### src/rtl/instr_decoder_pipe.sv
// instr_decoder_pipe: one-or-two word instruction decoder with a registered
// result stage and valid/ready handshakes on both sides.
//
// Ports
//   clk, rst_n         rising-edge clock, asynchronous active-low reset
//   flush              synchronous discard of a half-decoded or pending result
//   in_word/in_valid/in_ready   fetch side (opcode or immediate word)
//   dec_valid/dec_ready        decode-result side
//   alu_control, rD_sel, rS_sel, immediate, en_immediate, en_mem, mem_byte,
//   mem_displacement, lr_is_input, condition, insn_len   decoded fields
//
// Word layout: opcode = in_word[DATA_W-1 -: 8]; bit DATA_W-1 set means the
// instruction carries a second (immediate) word. Operand fields live in the
// low byte.

package instr_decoder_pipe_pkg;
  localparam logic [7:0] OPC_NOP     = 8'h00;
  localparam logic [7:0] OPC_ADD     = 8'h01;
  localparam logic [7:0] OPC_SUB     = 8'h02;
  localparam logic [7:0] OPC_AND     = 8'h03;
  localparam logic [7:0] OPC_OR      = 8'h04;
  localparam logic [7:0] OPC_XOR     = 8'h05;
  localparam logic [7:0] OPC_MOV     = 8'h06;
  localparam logic [7:0] OPC_CMP     = 8'h07;
  localparam logic [7:0] OPC_ST      = 8'h10;
  localparam logic [7:0] OPC_LD      = 8'h11;
  localparam logic [7:0] OPC_LDI     = 8'h12;
  localparam logic [7:0] OPC_STI     = 8'h13;
  localparam logic [7:0] OPC_PUSH    = 8'h14;
  localparam logic [7:0] OPC_PUSHI   = 8'h15;
  localparam logic [7:0] OPC_POP     = 8'h16;
  localparam logic [7:0] OPC_JMP     = 8'h20;
  localparam logic [7:0] OPC_JMPI    = 8'h21;
  localparam logic [7:0] OPC_SET     = 8'h22;
  localparam logic [7:0] OPC_CALL    = 8'h23;
  localparam logic [7:0] OPC_CALLI   = 8'h24;
  localparam logic [7:0] OPC_SPEC    = 8'h30;
  // MOVB_R0..MOVB_R7 occupy the aligned block 8'h38..8'h3F
  localparam logic [7:0] OPC_MOVB_R0 = 8'h38;
endpackage

module instr_decoder_pipe
  import instr_decoder_pipe_pkg::*;
#(
  parameter int unsigned DATA_W    = 16,
  parameter int unsigned REG_SEL_W = 3,
  parameter int unsigned SP_SEL    = 7
) (
  input  logic                 clk,
  input  logic                 rst_n,
  input  logic                 flush,
  input  logic [DATA_W-1:0]    in_word,
  input  logic                 in_valid,
  output logic                 in_ready,
  output logic                 dec_valid,
  input  logic                 dec_ready,
  output logic [7:0]           alu_control,
  output logic [REG_SEL_W-1:0] rD_sel,
  output logic [REG_SEL_W-1:0] rS_sel,
  output logic [DATA_W-1:0]    immediate,
  output logic                 en_immediate,
  output logic                 en_mem,
  output logic                 mem_byte,
  output logic                 mem_displacement,
  output logic                 lr_is_input,
  output logic [3:0]           condition,
  output logic [1:0]           insn_len
);

  typedef enum logic {S_OP = 1'b0, S_IMM = 1'b1} state_e;

  state_e state_q, state_d;

  // Result registers
  logic                 dec_valid_q, dec_valid_d;
  logic [7:0]           alu_q, alu_d;
  logic [REG_SEL_W-1:0] rd_q, rd_d;
  logic [REG_SEL_W-1:0] rs_q, rs_d;
  logic [DATA_W-1:0]    imm_q, imm_d;
  logic                 en_imm_q, en_imm_d;
  logic                 en_mem_q, en_mem_d;
  logic                 mem_byte_q, mem_byte_d;
  logic                 disp_q, disp_d;
  logic                 lr_q, lr_d;
  logic [3:0]           cond_q, cond_d;
  logic [1:0]           len_q, len_d;

  // Holding registers for the opcode word of a two-word instruction
  logic [7:0]           h_alu_q, h_alu_d;
  logic [REG_SEL_W-1:0] h_rd_q, h_rd_d;
  logic [REG_SEL_W-1:0] h_rs_q, h_rs_d;
  logic                 h_en_mem_q, h_en_mem_d;
  logic                 h_mem_byte_q, h_mem_byte_d;
  logic                 h_disp_q, h_disp_d;
  logic                 h_lr_q, h_lr_d;
  logic [3:0]           h_cond_q, h_cond_d;

  // Combinational decode of in_word as an opcode word
  logic [6:0]           base;
  logic [7:0]           lo;
  logic                 two_word;
  logic                 is_movb, is_stack, is_mem, is_disp, is_branch;
  logic [7:0]           dc_alu;
  logic [REG_SEL_W-1:0] dc_rd, dc_rs;
  logic [DATA_W-1:0]    dc_imm;
  logic                 dc_en_imm, dc_en_mem, dc_mem_byte, dc_disp, dc_lr;
  logic [3:0]           dc_cond;
  logic                 accept;

  // Consumer free (or about to be) and no flush in progress
  assign in_ready = !flush && (!dec_valid_q || dec_ready);
  assign accept   = in_valid && in_ready;

  // Opcode-word field decode; bit 7 of the opcode only selects the word count
  always_comb begin
    base      = in_word[DATA_W-2 -: 7];
    lo        = in_word[7:0];
    two_word  = in_word[DATA_W-1];
    is_movb   = (base[6:3] == OPC_MOVB_R0[6:3]);
    is_stack  = base inside {OPC_PUSH[6:0], OPC_POP[6:0], OPC_PUSHI[6:0]};
    is_mem    = base inside {OPC_ST[6:0], OPC_LD[6:0], OPC_LDI[6:0], OPC_STI[6:0],
                             OPC_PUSH[6:0], OPC_PUSHI[6:0], OPC_POP[6:0]};
    is_disp   = base inside {OPC_LDI[6:0], OPC_STI[6:0]};
    is_branch = base inside {OPC_JMP[6:0], OPC_JMPI[6:0], OPC_SET[6:0],
                             OPC_CALL[6:0], OPC_CALLI[6:0]};

    dc_alu      = {1'b0, base};
    dc_rd       = REG_SEL_W'(lo[2:0]);
    dc_rs       = is_stack ? REG_SEL_W'(SP_SEL) : REG_SEL_W'(lo[5:3]);
    dc_imm      = '0;
    dc_en_imm   = 1'b0;
    dc_en_mem   = is_mem;
    dc_mem_byte = is_mem && lo[7];
    dc_disp     = is_disp && lo[6];
    dc_lr       = (base == OPC_SPEC[6:0]);
    dc_cond     = is_branch ? lo[6:3] : 4'd0;

    // Move-byte: destination register is encoded in the opcode itself
    if (is_movb) begin
      dc_alu    = OPC_MOV;
      dc_rd     = REG_SEL_W'(base[2:0]);
      dc_rs     = '0;
      dc_imm    = DATA_W'(lo);
      dc_en_imm = 1'b1;
    end
  end

  // Next-state, result and holding register update
  always_comb begin
    state_d      = state_q;
    dec_valid_d  = dec_valid_q;
    alu_d        = alu_q;
    rd_d         = rd_q;
    rs_d         = rs_q;
    imm_d        = imm_q;
    en_imm_d     = en_imm_q;
    en_mem_d     = en_mem_q;
    mem_byte_d   = mem_byte_q;
    disp_d       = disp_q;
    lr_d         = lr_q;
    cond_d       = cond_q;
    len_d        = len_q;
    h_alu_d      = h_alu_q;
    h_rd_d       = h_rd_q;
    h_rs_d       = h_rs_q;
    h_en_mem_d   = h_en_mem_q;
    h_mem_byte_d = h_mem_byte_q;
    h_disp_d     = h_disp_q;
    h_lr_d       = h_lr_q;
    h_cond_d     = h_cond_q;

    if (flush) begin
      // in_ready is low here, so no word can be accepted alongside a flush
      state_d      = S_OP;
      dec_valid_d  = 1'b0;
      h_alu_d      = '0;
      h_rd_d       = '0;
      h_rs_d       = '0;
      h_en_mem_d   = 1'b0;
      h_mem_byte_d = 1'b0;
      h_disp_d     = 1'b0;
      h_lr_d       = 1'b0;
      h_cond_d     = '0;
    end else begin
      if (dec_valid_q && dec_ready) begin
        dec_valid_d = 1'b0;
      end
      if (accept) begin
        unique case (state_q)
          S_OP: begin
            if (two_word) begin
              h_alu_d      = dc_alu;
              h_rd_d       = dc_rd;
              h_rs_d       = dc_rs;
              h_en_mem_d   = dc_en_mem;
              h_mem_byte_d = dc_mem_byte;
              h_disp_d     = dc_disp;
              h_lr_d       = dc_lr;
              h_cond_d     = dc_cond;
              state_d      = S_IMM;
            end else begin
              alu_d       = dc_alu;
              rd_d        = dc_rd;
              rs_d        = dc_rs;
              imm_d       = dc_imm;
              en_imm_d    = dc_en_imm;
              en_mem_d    = dc_en_mem;
              mem_byte_d  = dc_mem_byte;
              disp_d      = dc_disp;
              lr_d        = dc_lr;
              cond_d      = dc_cond;
              len_d       = 2'd1;
              dec_valid_d = 1'b1;
            end
          end
          S_IMM: begin
            alu_d       = h_alu_q;
            rd_d        = h_rd_q;
            rs_d        = h_rs_q;
            imm_d       = in_word;
            en_imm_d    = 1'b1;
            en_mem_d    = h_en_mem_q;
            mem_byte_d  = h_mem_byte_q;
            disp_d      = h_disp_q;
            lr_d        = h_lr_q;
            cond_d      = h_cond_q;
            len_d       = 2'd2;
            dec_valid_d = 1'b1;
            state_d     = S_OP;
          end
          default: state_d = S_OP;
        endcase
      end
    end
  end

  // State and result registers
  always_ff @(posedge clk or negedge rst_n) begin
    if (!rst_n) begin
      state_q      <= S_OP;
      dec_valid_q  <= 1'b0;
      alu_q        <= '0;
      rd_q         <= '0;
      rs_q         <= '0;
      imm_q        <= '0;
      en_imm_q     <= 1'b0;
      en_mem_q     <= 1'b0;
      mem_byte_q   <= 1'b0;
      disp_q       <= 1'b0;
      lr_q         <= 1'b0;
      cond_q       <= '0;
      len_q        <= '0;
      h_alu_q      <= '0;
      h_rd_q       <= '0;
      h_rs_q       <= '0;
      h_en_mem_q   <= 1'b0;
      h_mem_byte_q <= 1'b0;
      h_disp_q     <= 1'b0;
      h_lr_q       <= 1'b0;
      h_cond_q     <= '0;
    end else begin
      state_q      <= state_d;
      dec_valid_q  <= dec_valid_d;
      alu_q        <= alu_d;
      rd_q         <= rd_d;
      rs_q         <= rs_d;
      imm_q        <= imm_d;
      en_imm_q     <= en_imm_d;
      en_mem_q     <= en_mem_d;
      mem_byte_q   <= mem_byte_d;
      disp_q       <= disp_d;
      lr_q         <= lr_d;
      cond_q       <= cond_d;
      len_q        <= len_d;
      h_alu_q      <= h_alu_d;
      h_rd_q       <= h_rd_d;
      h_rs_q       <= h_rs_d;
      h_en_mem_q   <= h_en_mem_d;
      h_mem_byte_q <= h_mem_byte_d;
      h_disp_q     <= h_disp_d;
      h_lr_q       <= h_lr_d;
      h_cond_q     <= h_cond_d;
    end
  end

  assign dec_valid        = dec_valid_q;
  assign alu_control      = alu_q;
  assign rD_sel           = rd_q;
  assign rS_sel           = rs_q;
  assign immediate        = imm_q;
  assign en_immediate     = en_imm_q;
  assign en_mem           = en_mem_q;
  assign mem_byte         = mem_byte_q;
  assign mem_displacement = disp_q;
  assign lr_is_input      = lr_q;
  assign condition        = cond_q;
  assign insn_len         = len_q;

endmodule

### config.mk
export PLATFORM = sky130hd
export DESIGN_NAME = instr_decoder_pipe
export DESIGN_NICKNAME = d
export VERILOG_FILES = /design/src/rtl/instr_decoder_pipe.sv
export SDC_FILE = /design/constraint.sdc
export NUM_CORES = 1
export LEC_CHECK = 0
export BUFFER_PORTS_ARGS = -buffer_cell sky130_fd_sc_hd__buf_4
export CAP_MARGIN = 20
export CELL_PAD_IN_SITES_DETAIL_PLACEMENT = 0
export CELL_PAD_IN_SITES_GLOBAL_PLACEMENT = 1
export CORE_MARGIN = 8
export CORE_UTILIZATION = 29
export DETAILED_ROUTE_END_ITERATION = 6
export GPL_TIMING_DRIVEN = 0
export MAX_ROUTING_LAYER = met4
export PLACE_DENSITY_LB_ADDON = 0.1
export SYNTH_ARGS = -nofsm -noshare
export SYNTH_HDL_FRONTEND = slang
export SYNTH_SLANG_ARGS = --single-unit
### constraint.sdc
create_clock -name clk -period 4.1 [get_ports clk]
set_clock_uncertainty 0.05 [all_clocks]
set_input_delay 0.205 -clock clk [delete_from_list [all_inputs] [get_ports clk]]
set_output_delay 0.205 -clock clk [all_outputs]
set_load 0.02 [all_outputs]
==> summary.txt, run 1 <==
Synth
  – Yosys reg bits: 63
  – Mux cell area share after synthesis: 0
  – Post-Syn Area: 0.002739 mm²
  – Synth Net Count: 276
  – Number of synthesized flops with an enable pin: 0
  – Top FF cell, synth: dfrtp_1
  – Adder-Cell Fraction of Synth Area: 0
  – Post-synth ARST share: 1.000
  – YS warnings: 0
  – Mean post-synth cell area: 10.74 µm²
  – Post-synthesis compound-gate area fraction: 0.2179
  – Sequential cell area fraction in the yosys report: 0.5756
  – Largest family of logic cells by synthesized area: compound AO/OA/AOI/OAI gates
  – Xor and xnor area share after synthesis: 0
  – Synth Area in Simple Gates: 0.1576
  – Post-Synthesis Cells: 255
  – Distinct cell type count after synthesis: 38

Cells and area
  – Post-Layout Inst Area: 0.003555 mm²
  – Final net count: 349
  – Area growth syn-to-layout: 29.79%
  – Antenna Cells: 0
  – # fillers: 947
  – Share of cells above drive strength 1: 0.2883
  – Final non-filler cell total: 444

Clock network
  – Sinks on Clock Net: 63
  – Clock buffer depth: 2
  – CTS clk-pin slew, worst paths: 70 ps
  – Later-pin clock latency in the skew report: 340 ps
  – CTS root buffer: clkbuf_8
  – Post-CTS setup repair buffer count: 0
  – TritonCTS clock tree: yes
  – CTS Buf Count: 9
  – # H-tree levels: 3

Timing
  – Final setup fails: 0
  – Final Hold Violating Endpoints: 0
  – Fin. max-slew vios: 0
  – Slew of the pin with the lowest slew margin: 824.8 ps
  – Tmin final: 1742 ps
  – Period utilization: 0.4248
  – RSZ-0062 raised after global routing: false
  – TNS Setup: 0 ps
  – FMAX: 574.2 MHz
  – Rel. slew slack: 0.4501

Place
  – DPL Wire Length: 5.832 mm
  – PortBufs: 61
  – Placed Area: 0.003336 mm²
  – GP Congestion: 0.7500
  – Post-Place Cells: 427

Drt
  – Initial DRC Count: 93
  – Post-route ant nets: 0
  – Via count: 2,217
  – TritonRoute pass-1 iters: 4
  – Final wirelength: 8.258 mm
  – Vias per cell: 4.993
  – Average wire per standard cell: 18.60 µm
  – Drc violations: 0

Hold path
  – Min-delay worst type: input pin to flip-flop

Die
  – Initial Util: 0.2978
  – Chip width: 113.2 µm
  – Die H: 113.2 µm
  – Die area: 0.01281 mm²
  – Area of the core: 0.009196 mm²
  – Rows: 35
  – Top Ports: 64

Global route
  – Total track usage: 0.1403
  – First-pass GRT wire length: 13.44 mm
  – GRT overflow: 0
  – Vias in the first global route: 2,394
  – Initial antenna violation count: 0
  – Largest net degree at the start of global routing: 64

Critical path
  – R2R cell count: 6
  – Startpoint Class: flip-flop
  – Critical Path RT: 4330 ps
  – Reg2reg setup slack: 2360 ps
  – RR Endpoint: alu_control[5]
  – Worst setup path class: flip-flop to flip-flop
  – Critical Path Sink: alu_control[5]
  – CP arrival: 1970 ps
  – Worst Setup SP: dec_valid
  – Max FO, Critical Path: 10
  – CP endpoint kind: flip-flop
  – R2r startpoint: dec_valid

Power and ir drop
  – Pwr dens: 455.0 mW/mm²
  – Max IR drop VDD: 160.4 µV
  – P_leak: 1.666 nW

Run status
  – Outcome: finished, final reports clean

Job
  – Max-Cap Viols: 0
[sequential cells by signal (all words and copies together) (netlist names), 2 cells and up]
signal       count
insn_len         2
immediate       16
h_alu_q          7
h_rs_q           3
alu_control      7
condition        4
h_rd_q           3
rS_sel           3
h_cond_q         4
rD_sel           3
[worst max-delay path: stages, from the launching register on]
cell and delay (ps):
dfrtp_1 380, nor2b_1 130, buf_4 170, nor3_4 480, buf_4 300, a22oi_1 80
nand2_1 80
[logic make-up after synthesis]
| group | after synthesis |
|---|---|
| simple gates | 73 |
| buf+inv | 28 |
| other cells | 1 |
| compound gates | 90 |
| flops | 63 |
[cell type report]
| class | instances | area (µm²) | area share |
|---|---|---|---|
| timing repair buffer | 62 | 467.9 | 0.1316 |
| multi-input combinational | 164 | 1032 | 0.2904 |
| inverter | 12 | 45.04 | 0.01267 |
| clock buffer | 13 | 168.9 | 0.04752 |
| sequential | 63 | 1577 | 0.4435 |
| clock inverter | 3 | 40.04 | 0.01126 |
| buffer | 16 | 85.08 | 0.02394 |
| tap | 111 | 138.9 | 0.03907 |
[worst min-delay path by stage]
stage                from  cells past startpoint             end  slack [ps]
6_report       in_word[0]                      2    immediate[0]          40
2_1_floorplan       rst_n                      0  alu_control[0]        -140
3_5_place_dp        rst_n                      1   immediate[13]         310
5_1_grt        in_word[7]                      2    immediate[7]          40
4_1_cts        in_word[0]                      2    immediate[0]          30
3_3_place_gp        rst_n                      1   immediate[13]         320
[synthesized netlist by cell type (3+ instances only)]
master,instances,share of area
o22ai_1,6,0.014
o32ai_1,3,0.0096
clkbuf_1,4,0.0055
dfrtp_1,63,0.58
a22o_1,16,0.051
buf_2,8,0.015
nand2_1,19,0.026
a21oi_1,19,0.035
o21ai_0,22,0.040
inv_1,12,0.016
a22oi_1,12,0.033
buf_4,4,0.011
nor2_1,17,0.023
nand3_1,13,0.024
nand3b_1,6,0.016
[repair_timing]
action	in CTS	in global routing
hold buffers	1	0
resized for setup	0	0
hold endpoints to repair	63	0
[through the flow]
stage                     utilization  total power, mW  setup WS (ps)  hold slack, ps
after floorplan                     -           0.8999           2579          -140.6
after global placement         0.3627            1.066           2344           321.4
after detailed placement       0.3627            1.066           2366           311.3
after CTS                      0.3865            1.641           2338           33.56
after global routing           0.3865            1.697           2268           41.99
final                          0.3865            1.617           2358           43.90
[cell usage in the layout (no fill, tap or decap), types with 2 or more instances in the layout]
| cell type | n |
|---|---|
| buf_4 | 65 |
| dfrtp_1 | 63 |
| o21ai_0 | 22 |
| a21oi_1 | 19 |
| nand2_1 | 19 |
| nor2_1 | 17 |
| a22o_1 | 16 |
| nand3_1 | 13 |
| inv_1 | 12 |
| a22oi_1 | 12 |
| clkbuf_8 | 12 |
| buf_2 | 8 |
| o22ai_1 | 6 |
| nand3b_1 | 6 |
| clkbuf_1 | 5 |
| o32ai_1 | 3 |
| nor2b_1 | 2 |
| nand2b_1 | 2 |
| and2b_1 | 2 |
| nor3_4 | 2 |
| a311oi_1 | 2 |
| a31oi_1 | 2 |
| o31ai_1 | 2 |
| a211oi_1 | 2 |
| clkinv_2 | 2 |
[metal layers]
metal  vias up  share of wire  track usage
met4         0          0.014      0.05329
met3        13          0.048      0.03940
li1       1074              -            -
met5         -              0            -
met2        56           0.46       0.2083
met1      1074           0.48       0.1778
[power breakdown]
group | switching, mW | internal (mW)
Sequential | 0.0366 | 0.684
Clock | 0.239 | 0.329
Combinational | 0.192 | 0.137
No activity file was read; power rests on OpenSTA's default activity.
==> run 2: changes to the inputs <==
- ABC_AREA: unset -> 1
- clock period: 4.1 -> 1.5 ns (I/O delays scaled with it)
==> run 2 against run 1 <==
Critical path depth grew 3. Combinational power rose to 3.0 times the previous value. Cell area grew 9.4%. Sequential cell count unchanged. Register-to-register slack lost 2300 ps. Sequential power rose to 2.8 times the previous value. Setup slack lost 2300 ps. Final cell count rose by 35%. First-iteration DRC count is 19% lower. Total power grew to 2.7 times the previous value.
==> summary.txt, run 2 <==
Cells and area
  – Share of cells above drive strength 1: 0.2316
  – Antenna Cells: 0
  – Area growth syn-to-layout: 31.93%
  – Final net count: 478
  – Leading cell type in the layout, fill and taps excluded: nand2_1
  – Commonest non-fill, non-tap cells in the layout: 158 x nand2_1, 68 x buf_4, 62 x dfrtp_1, 41 x nor2_1, 34 x inv_1
  – Final core utilization: 0.3852
  – Final non-filler cell total: 598
  – Max reg flops: 16

Drt
  – TritonRoute pass-1 iters: 6
  – Final wirelength: 8.826 mm
  – Average wire per standard cell: 14.76 µm
  – Post-route ant nets: 0
  – Vias per cell: 4.283
  – Via count: 2,561
  – Initial DRC Count: 75
  – Drc violations: 0

Critical path
  – CP arrival: 1580 ps
  – Worst-path cell chain: dlygate4sd3_1 > buf_4 > inv_4 > nand3_4 > nor2_4 > inv_2 > buf_6 > nand2_1 > o21ai_0
  – Slowest CP cell: dlygate4sd3_1
  – Max FO, Critical Path: 10
  – R2r startpoint: dec_valid
  – CP endpoint kind: flip-flop
  – R2R cell count: 7
  – RR Endpoint: immediate[13]
  – Startpoint Class: input pin
  – WP buf/inv: 5
  – Reg2reg setup slack: 100 ps
  – Crit-path max cell delay: 540 ps
  – Critical Path RT: 1660 ps
  – Worst setup path class: input pin to flip-flop
  – Crit path max-delay family: buffers and inverters

Run status
  – Outcome: finished, final reports clean

Global route
  – Initial antenna violation count: 0
  – First-pass GRT wire length: 13.77 mm
  – Vias in the first global route: 2,577
  – GRT overflow: 0
  – Total track usage: 0.1401
  – Largest net degree at the start of global routing: 64

Synth
  – Post-Synthesis Cells: 372
  – Biggest area consumer among synthesized cells: dfrtp_1
  – Mean post-synth cell area: 7.921 µm²
  – Post-synth ARST share: 1.000
  – Share of the synthesized area in the top cell type: 0.5350
  – Yosys reg bits: 63
  – Number of synthesized flops with an enable pin: 0
  – Count leader, synth: nand2_1
  – Distinct cell type count after synthesis: 22
  – Top FF cell, synth: dfrtp_1
  – Top area cells in the synthesized netlist: dfrtp_1 54%, nand2_1 20%, nor2_1 5.2%, nand3_1 5.1%, inv_1 4.5%
  – Sequential cell area fraction in the yosys report: 0.5350
  – Post-synth top cells: 159 x nand2_1, 63 x dfrtp_1, 41 x nor2_1, 35 x inv_1, 30 x nand3_1
  – YS warnings: 0
  – Synth Net Count: 393
  – Post-Syn Area: 0.002947 mm²

Clock network
  – Sinks on Clock Net: 63
  – Later-pin clock latency in the skew report: 330 ps
  – # H-tree levels: 3
  – CTS Buf Count: 9
  – CTS clk-pin slew, worst paths: 70 ps
  – CTS root buffer: clkbuf_8
  – Clock buffer depth: 2
  – TritonCTS clock tree: yes

Timing
  – RSZ-0062 raised after global routing: false
  – Final setup fails: 0
  – Slew of the pin with the lowest slew margin: 859.4 ps
  – TNS Setup: 0 ps
  – Final Hold Violating Endpoints: 0
  – Tmin final: 1419 ps
  – Rel. slew slack: 0.4271
  – Hold Slack: 1.883 ps
  – Fin. max-slew vios: 0
  – FMAX: 704.5 MHz
  – Period utilization: 0.9463

Place
  – Post-Place Cells: 570
  – PortBufs: 62
  – GP Congestion: 0.7763
  – DPL Wire Length: 6.338 mm

Hold path
  – Hold Path End: immediate[4]
  – HP Start: in_word[4]
  – Hold Path Depth: 3
  – Min-delay worst type: input pin to flip-flop

Power and ir drop
  – P_leak: 2.110 nW
  – Pwr dens: 1119 mW/mm²
  – Max IR drop VDD: 570.7 µV
  – Final Power: 4.349 mW

Die
  – Rows: 37
  – Initial Util: 0.2920
  – Chip width: 116.8 µm
  – Area of the core: 0.01009 mm²
  – Top Ports: 64
  – Die H: 116.8 µm
  – Die area: 0.01364 mm²

Job
  – Max-Cap Viols: 0
==> run 2: kinds of logic (layout without fill, tap and decap cells) <==
kind of cell	count (synthesis)	count (layout)	share of synthesized area
AND/OR/NAND/NOR	241	241	0.3469
flip-flops	63	63	0.5350
buffers and inverters	52	142	0.09045
AO/OA/AOI/OAI	15	15	0.02633
other	1	1	0.001273
==> run 2: area by class of cell <==
class | instances | area (µm²)
buffer | 14 | 126.4
clock buffer | 13 | 158.9
clock inverter | 3 | 17.52
fill | 1124 | 6205
inverter | 38 | 145.1
multi-input combinational | 257 | 1111
sequential | 63 | 1578
tap | 136 | 170.2
timing repair buffer | 74 | 580.6
==> run 2: worst register-to-register path: stages (launching register included) <==
cell     delay, ps
dfrtp_1        400
nand2_4        120
nand3_4        100
nor2_4         220
inv_2           90
buf_6          160
nand2_1         60
o21ai_0         80
==> run 2: timing repair <==
item,CTS,global route
setup buffers,0,2
pin swaps,0,1
endpoints found under the hold margin,76,0
gates resized for setup,1,5
setup endpoints to repair,1,34
cloned,0,0
hold buffers,10,0
==> run 2: worst max path at each step <==
| stage | from | slack [ps] | depth (start not counted) | endpoint |
|---|---|---|---|---|
| final | flush | 80 | 9 | immediate[13] |
| after global routing | flush | 6 | 9 | immediate[12] |
| after CTS | flush | 10 | 8 | condition[3] |
| after detailed placement | dec_valid | 5 | 5 | immediate[5] |
| after global placement | dec_valid | 30 | 5 | immediate[5] |
| after floorplan | dec_valid | 120 | 7 | alu_control[1] |
==> run 2: through the flow <==
step / setup WS, ps / area, µm²
floorplan: 116.8 / 2947
global placement: 25.53 / 3582
detailed placement: 5.416 / 3582
CTS: 14.14 / 3861
global route: 5.612 / 3887
finish: 80.51 / 3887
==> run 2: report_power, final <==
part	internal, mW	switching, mW
combinational	0.409	0.590
clock	0.687	0.666
sequential	1.88	0.114
total	2.98	1.37
==> run 2: layer usage <==
layer	vias up	GRT usage	wire [µm]
met3	4	0.02771	231
li1	1299	-	-
met1	1218	0.1812	4345
met2	40	0.2160	4189
met4	0	0.04608	60
met5	-	-	0
